File: config.mk
export PLATFORM = sky130hd
export DESIGN_NAME = nasti_stream_rr_arbiter
export DESIGN_NICKNAME = d
export VERILOG_FILES = /design/src/rtl/nasti_stream_rr_arbiter.sv
export SDC_FILE = /design/constraint.sdc
export NUM_CORES = 1
export LEC_CHECK = 0
export ABC_AREA = 1
export CAP_MARGIN = 20
export CORE_MARGIN = 10
export CORE_UTILIZATION = 30
export CTS_CLUSTER_SIZE = 8
export DETAILED_ROUTE_END_ITERATION = 10
export PLACE_DENSITY = 0.7
export RECOVER_POWER = 100
export REMOVE_ABC_BUFFERS = 1
export SYNTH_ARGS = -nofsm -noshare
export SYNTH_HDL_FRONTEND = slang
export SYNTH_SLANG_ARGS = --single-unit
File: constraint.sdc
create_clock -name aclk -period 2.5 [get_ports aclk]
set_clock_uncertainty 0.1 [all_clocks]
set_input_delay 0.5 -clock aclk [delete_from_list [all_inputs] [get_ports aclk]]
set_output_delay 0.5 -clock aclk [all_outputs]
set_load 0.05 [all_outputs]
File: src/rtl/nasti_stream_rr_arbiter.sv
// N:1 packet-level round-robin merge for nasti_stream sources onto one registered output.
// A grant is held from the first beat of a packet until its t_last beat is accepted.
module nasti_stream_rr_arbiter #(
   parameter int unsigned N_PORT     = 4,
   parameter int unsigned ID_WIDTH   = 3,
   parameter int unsigned DEST_WIDTH = 1,
   parameter int unsigned USER_WIDTH = 1,
   parameter int unsigned DATA_WIDTH = 64,
   parameter int unsigned TAG_SRC    = 1
) (
   input  logic                           aclk,
   input  logic                           aresetn,
   input  logic [N_PORT-1:0]              s_t_valid,
   output logic [N_PORT-1:0]              s_t_ready,
   input  logic [N_PORT*DATA_WIDTH-1:0]   s_t_data,
   input  logic [N_PORT*DATA_WIDTH/8-1:0] s_t_strb,
   input  logic [N_PORT*DATA_WIDTH/8-1:0] s_t_keep,
   input  logic [N_PORT-1:0]              s_t_last,
   input  logic [N_PORT*ID_WIDTH-1:0]     s_t_id,
   input  logic [N_PORT*DEST_WIDTH-1:0]   s_t_dest,
   input  logic [N_PORT*USER_WIDTH-1:0]   s_t_user,
   output logic                           m_t_valid,
   input  logic                           m_t_ready,
   output logic [DATA_WIDTH-1:0]          m_t_data,
   output logic [DATA_WIDTH/8-1:0]        m_t_strb,
   output logic [DATA_WIDTH/8-1:0]        m_t_keep,
   output logic                           m_t_last,
   output logic [ID_WIDTH-1:0]            m_t_id,
   output logic [DEST_WIDTH-1:0]          m_t_dest,
   output logic [USER_WIDTH-1:0]          m_t_user
);

   localparam int unsigned STRB_WIDTH = DATA_WIDTH / 8;
   localparam int unsigned PTR_WIDTH  = (N_PORT > 1) ? $clog2(N_PORT) : 1;

   typedef enum logic [0:0] {StIdle, StLocked} state_e;

   state_e                 state_q, state_d;
   logic [PTR_WIDTH-1:0]   ptr_q, ptr_d;
   logic [PTR_WIDTH-1:0]   gnt_q, gnt_d;
   logic [PTR_WIDTH-1:0]   sel, cur, cur_next;
   logic                   found, cur_valid, can_load, accept;

   logic                   valid_q;
   logic [DATA_WIDTH-1:0]  data_q, data_d;
   logic [STRB_WIDTH-1:0]  strb_q, strb_d;
   logic [STRB_WIDTH-1:0]  keep_q, keep_d;
   logic                   last_q, last_d;
   logic [ID_WIDTH-1:0]    id_q, id_d;
   logic [DEST_WIDTH-1:0]  dest_q, dest_d;
   logic [USER_WIDTH-1:0]  user_q, user_d;

   // Rotating search: first valid port at or after ptr_q, wrapping at N_PORT.
   always_comb begin : rr_search
      int unsigned idx;
      logic [PTR_WIDTH-1:0] idx_p;
      found = 1'b0;
      sel   = '0;
      idx   = 0;
      idx_p = '0;
      for (int unsigned k = 0; k < N_PORT; k++) begin
         idx = 32'(ptr_q) + k;
         if (idx >= N_PORT) begin
            idx = idx - N_PORT;
         end
         idx_p = PTR_WIDTH'(idx);
         if (!found && s_t_valid[idx_p]) begin
            found = 1'b1;
            sel   = idx_p;
         end
      end
   end

   always_comb begin : ctrl
      can_load  = !valid_q || m_t_ready;
      state_d   = state_q;
      ptr_d     = ptr_q;
      gnt_d     = gnt_q;
      s_t_ready = '0;

      if (state_q == StLocked) begin
         cur       = gnt_q;
         cur_valid = s_t_valid[gnt_q];
      end else begin
         cur       = sel;
         cur_valid = found;
      end

      if (aresetn && can_load && ((state_q == StLocked) || found)) begin
         s_t_ready[cur] = 1'b1;
      end
      accept   = aresetn && can_load && cur_valid;
      cur_next = (cur == PTR_WIDTH'(N_PORT - 1)) ? '0 : cur + 1'b1;

      if (accept) begin
         if (s_t_last[cur]) begin
            state_d = StIdle;
            ptr_d   = cur_next;
         end else begin
            state_d = StLocked;
            gnt_d   = cur;
         end
      end
   end

   always_comb begin : field_mux
      data_d = s_t_data[cur*DATA_WIDTH +: DATA_WIDTH];
      strb_d = s_t_strb[cur*STRB_WIDTH +: STRB_WIDTH];
      keep_d = s_t_keep[cur*STRB_WIDTH +: STRB_WIDTH];
      last_d = s_t_last[cur];
      dest_d = s_t_dest[cur*DEST_WIDTH +: DEST_WIDTH];
      user_d = s_t_user[cur*USER_WIDTH +: USER_WIDTH];
      if (TAG_SRC != 0) begin
         id_d = ID_WIDTH'(cur);
      end else begin
         id_d = s_t_id[cur*ID_WIDTH +: ID_WIDTH];
      end
   end

   always_ff @(posedge aclk) begin
      if (!aresetn) begin
         state_q <= StIdle;
         ptr_q   <= '0;
         gnt_q   <= '0;
         valid_q <= 1'b0;
         data_q  <= '0;
         strb_q  <= '0;
         keep_q  <= '0;
         last_q  <= 1'b0;
         id_q    <= '0;
         dest_q  <= '0;
         user_q  <= '0;
      end else begin
         state_q <= state_d;
         ptr_q   <= ptr_d;
         gnt_q   <= gnt_d;
         if (accept) begin
            valid_q <= 1'b1;
            data_q  <= data_d;
            strb_q  <= strb_d;
            keep_q  <= keep_d;
            last_q  <= last_d;
            id_q    <= id_d;
            dest_q  <= dest_d;
            user_q  <= user_d;
         end else if (m_t_ready) begin
            valid_q <= 1'b0;
         end
      end
   end

   assign m_t_valid = valid_q;
   assign m_t_data  = data_q;
   assign m_t_strb  = strb_q;
   assign m_t_keep  = keep_q;
   assign m_t_last  = last_q;
   assign m_t_id    = id_q;
   assign m_t_dest  = dest_q;
   assign m_t_user  = user_q;

endmodule

# After elaboration in Yosys (flattened, before gate mapping)
# Cells that the tools add are included.
# op_classes
muxes	33
n_reduce_logical	16
n_lt_le_gt_ge	11
eq_ne	1
addsub	8
n_bitwise	1
n_shift	5
# ops
cell	count
variable part select 256 x 9 -> 64 bit	1
variable part select 32 x 6 -> 8 bit	2
2-to-1 mux 2 bit	10
less-than comparator 2 x 3 -> 1 bit (second input constant)	6
2-to-1 mux 1 bit	15
binary-select mux 1 bit (select 2 bit)	6
>= comparator 3 bit (second input constant)	3
variable part select 4 x 3 -> 1 bit	2
subtractor 2 x 1 -> 2 bit (second input constant)	4
logical AND 1 bit	7
adder 2 x 2 -> 3 bit (second input constant)	2
logical NOT 1 bit	4
2-to-1 mux 4 bit	1
AND reduction 2 bit	2
adder 2 x 1 -> 3 bit (second input constant)	1
>= comparator 2 x 3 -> 1 bit (second input constant)	1
adder 2 x 1 -> 2 bit (second input constant)	1
demux 1 bit (select 2 bit)	1
equality test 2 bit (second input constant)	1
>= comparator 2 x 1 -> 1 bit (second input constant)	1
logical OR 1 bit	2
nonzero test 2 bit	1
inverter 1 bit	1
# totals
out_inout_bits	91
reg_bits	91
in_bits	351

# Depth between registers and ports, before layout
# logic_depth
word_depth	20
mapped_depth	20
depth_no_buf	17

# Least setup slack after synthesis
# OpenSTA, ideal clock, no wires.
# synth_timing
path_kind	input to output
start	input port s_t_valid[1]
end	output port s_t_ready[2]
stages	15
arrival_time_ns	2.497
t_required_ns	1.900
n_path_buf	3
setup_slack_ns	-0.597
path_cell_list	inv_1 -> nand2_1 -> nand3_2 -> nand2_1 -> inv_1 -> nand3_2 -> nor2_2 -> nor2_4 -> nand2_2 -> buf_6 -> buf_6 -> buf_2 -> ha_1 -> inv_1 -> nor2_1
# synth_via
elab_chain_len	18
# synth_lines
element	line_no	text
from (decl)	13	input logic [N_PORT-1:0] s_t_valid,
binary-select mux 1 bit (select 2 bit)	67	if (!found && s_t_valid[idx_p]) begin
2-to-1 mux 1 bit (implied by the code)	67	
2-to-1 mux 1 bit	67	
logical NOT 1 bit	67	
logical AND 1 bit	67	
2-to-1 mux 1 bit	67	
logical NOT 1 bit	67	
logical AND 1 bit	67	
[2 not listed]	n/a	
logical AND 1 bit	67	
2-to-1 mux 2 bit	67	
2-to-1 mux 2 bit	81	if (state_q == StLocked) begin
less-than comparator 2 x 3 -> 1 bit (implied by the code) or >= comparator 2 x 1 -> 1 bit (tied branches)	90	s_t_ready[cur] = 1'b1;
logical AND 1 bit (implied by the code)	90	
2-to-1 mux 1 bit (implied by the code)	90	
demux 1 bit (select 2 bit)	90	
2-to-1 mux 4 bit *	89	if (aresetn && can_load && ((state_q == StLocked) || found)) begin
to (decl)	14	output logic [N_PORT-1:0] s_t_ready,
# Mark *: on every way between the ends. The rest lies on a longest branch, timed or not. The select of a mux whose other input is x is not followed.

# Worst setup path in the final report
# layout_timing
start	register ptr_q[0]
end	output port s_t_ready[2]
# layout_via
elab_chain_len	20
# layout_lines
element	line_no	text
from (decl)	39	logic [PTR_WIDTH-1:0] ptr_q, ptr_d;
from (signal assigned)	135	ptr_q <= ptr_d;
branches (longest 19 deep; another with adder 2 x 1 -> 3 bit)	n/a	
2-to-1 mux 4 bit *	89	
# Every way passes the cells marked *. The select of a mux whose other input is x is not followed.

==> summary.txt <==
Status
  • Status: complete, but fails checks
  • Failing checks: negative setup slack

Logic synthesis
  • Syn_area_per_cell: 5.78 um2
  • Area share of xor/xnor cells in the synthesized design: 0%
  • Yosys Warn Count: 0
  • Seq/Total Area, Yosys: 25.6%
  • Post-synth top flop: dfxtp_1
  • EDFF count, synth: 0
  • Synth top area share: 25.6%
  • Mux cell area share after synthesis: 0%
  • Register bit total from synthesis: between 90 and 100
  • Main combinational cell family by area after synthesis: simple AND/OR/NAND/NOR gates
  • Syn Std Cell Area: 7110 um2
  • Post-Synth Adder-Cell Area: 0.704%
  • Gate Count Post-Synth: 1231
  • Distinct cell type count after synthesis: 29
  • Top cells by area in the synthesized netlist: dfxtp_1, nand2_1, inv_1
  • Simple-gate share of the synthesized area: 34.1%
  • Synth area leader: dfxtp_1
  • Asr flop ratio synth: 0%
  • Complex-gate fraction of the synthesized area: 22.1%

Clock tree
  • Htree depth: 3
  • Worst-path clk slew: 70 ps
  • Worst skew pair latency: between 300 and 400 ps
  • CTS Hold Bufs: 0
  • Root buf cell: clkbuf_16
  • TritonCTS clock tree: built
  • Maximum buffer depth of the clock tree: 2
  • CTS buffer count: 9
  • # clock sinks: 91

Setup path
  • Worst r2r path cells: 21
  • R2R Path End: m_t_data[25]
  • Endpoint type of the worst setup path: primary output
  • CP max FO: 6
  • FF-to-FF Start: ptr_q[0]
  • Required time worst endpoint: 1900 ps
  • R2R setup slack: -50 ps
  • Critical path type: flip-flop to primary output
  • Critical Path AT: around 2200 ps
  • Critical Path Start: ptr_q[0]
  • Worst Setup Start Kind: flip-flop

Timing
  • Slew Viols, Final: 0
  • Slew HR: between 50% and 60%
  • Final setup viols: 21
  • Max Fclk: 0.364 GHz
  • Setup ws final: -248 ps
  • Worst Tran Pin Value: 641 ps
  • Final hold vios: 0
  • Final period util: 110%
  • RSZ-0062 raised after global routing: true
  • Min Tclk post-route: around 2700 ps

Power
  • Internal power: 11.0 mW
  • Switching power: 11.7 mW
  • Clock power share: 5.8%
  • Sequential power share: 10.2%
  • VDD IR max: between 0.9 and 1 mV
  • Design Power: 22.7 mW
  • Gate power share: 84.0%
  • PwrDens: around 1700 nW/um2
  • Net Sw Frac: 51.4%
  • Leak pwr: 6.68 nW

Final layout
  • Fraction of layout cells with a size suffix above 1: 14.2%
  • Register area: 1830 um2
  • Fill cells: 2242
  • Antenna diodes: 0
  • Leading cell types in the layout, fill and taps excluded: nand2_1, clkdlybuf4s50_1, inv_1
  • Final core utilization: 57.7%
  • Final nets: 2034
  • Commonest non-fill, non-tap cell in the layout: nand2_1
  • Multi-input gate area: roughly 4500 um2
  • Final Non-Filler Cells: ~2000
  • Synth-to-Final Area Change: 89.9%

Global routing
  • Total gr overflow: 0
  • Initial antenna violation count: 0
  • Total GRT Usage: 19.1%
  • Vias in the first global route: 8817
  • Pin count of the biggest net entering global routing: 92
  • First-pass GRT wire length: 46900 um

Route
  • Drt pass-1 iters: 5
  • Via count: 9405
  • ANT nets after route: 0
  • Drc violations: 0
  • Via density per instance: approximately 4.7
  • Wire per inst: 17.2 um
  • Detailed Route Iter0 Violations: about 470
  • Total wire length: 34400 um

Placement
  • Placed Cells: 1946
  • Global placement routability congestion: 0.889
  • Post-DP HPWL: 24500 um
  • Buffers on Ports: 428

Worst hold path
  • Worst hold path depth: 2
  • Worst Hold Class: flip-flop to flip-flop
  • Hold wc startpoint: m_t_id[1]
  • Hold Path Sink: m_t_id[1]

Floorplan
  • Die Span Y: 174 um
  • DIE WIDTH: 174 um
  • Die ar.: 30300 um2
  • Row cnt: between 50 and 60
  • Core area: 23400 um2
  • Initial Util: 30.4%
  • I/O pin count: 442

Run
  • Max cap viols: 0
-- per-layer routing --
layer | track usage (%) | share of wire, % | vias up
met1 | 20.6 | 39 | 4278
met4 | 5.02 | 2.3 | 0
met5 | 0 | 0 | -
met2 | 34.6 | 50 | 361
met3 | 6.91 | 8.5 | 45
li1 | - | - | 4721
-- sequential cells by signal, summed over array words and instances, names as in the netlist --
register and count:
m_t_data 64, m_t_last 1, ptr_q 2, m_t_strb 8
m_t_id 2, m_t_valid 1, gnt_q 2, m_t_keep 8
m_t_dest 1, state_q 1, m_t_user 1
-- cells in the mapped netlist, types with 2 or more instances --
cell / count
clkbuf_1: 21
buf_2: 45
o21ai_1: 76
ha_1: 4
buf_4: 5
o21ai_0: 9
dfxtp_1: 91
buf_6: 12
nand3_1: 99
o21a_1: 82
a21oi_2: 19
o211ai_1: 3
a21oi_1: 66
nor2_2: 3
nand2_1: 474
nor2_1: 9
buf_1: 2
inv_1: 193
nand3_2: 4
nand2_2: 5
-- power by group through the flow --
stage	clock, mW	combinational (mW)	sequential [mW]
after floorplan	0	4.63	4.03
after global placement	0	14.1	2.34
after detailed placement	0	14.2	2.36
after CTS	1.36	15.0	2.35
after global routing	1.41	20.5	2.39
final	1.31	19.0	2.32
-- worst max-delay path by stage --
stage	end	depth (start not counted)
global placement	s_t_ready[2]	15
detailed placement	s_t_ready[2]	15
floorplan	s_t_ready[3]	13
CTS	s_t_ready[2]	16
finish	s_t_ready[2]	15
global route	s_t_ready[2]	16
-- kinds of logic after synthesis --
group                    after synthesis
AO/OA/AOI/OAI                        257
adder cells (fa/ha/maj)                4
flip-flops                            91
AND/OR/NAND/NOR                      597
buffers and inverters                281
other                                  1
-- worst max-delay path, stage by stage, from the launching register on --
cell,delay (ps)
dfxtp_4,430
buf_6,150
nand2_4,60
nand2_4,90
nand2_1,90
inv_1,100
nand3_2,90
nand2_2,80
inv_2,50
nand2_4,70
nand2_8,70
buf_8,140
ha_4,150
inv_4,50
nor2_4,30
buf_12,150
-- final cells by class --
type	count	share of cell area [%]
clock buffer	11	1.80
clock inverter	5	0.287
sequential	91	13.5
multi-input combinational	859	33.0
timing repair buffer	523	42.9
tap	319	2.96
inverter	195	5.59
-- repair_timing --
item                       in CTS  in global routing
setup endpoints to repair      87                 92
resized for setup              63                104
buffers inserted                7                 15
gates cloned                    1                 23
pin swaps                      21                 24
-- through the flow --
step	TNS, ps	hold slack, ps	setup slack (ps)	area (um2)
after global routing	-7110	427	-340	13500
after floorplan	-362790	367	-4480	6610
after detailed placement	-42150	382	-621	11900
after CTS	-889	402	-245	12500
after global placement	-38930	382	-608	11900
final	-1290	391	-248	13500
Note: power is estimated with default switching activity, not from simulation.
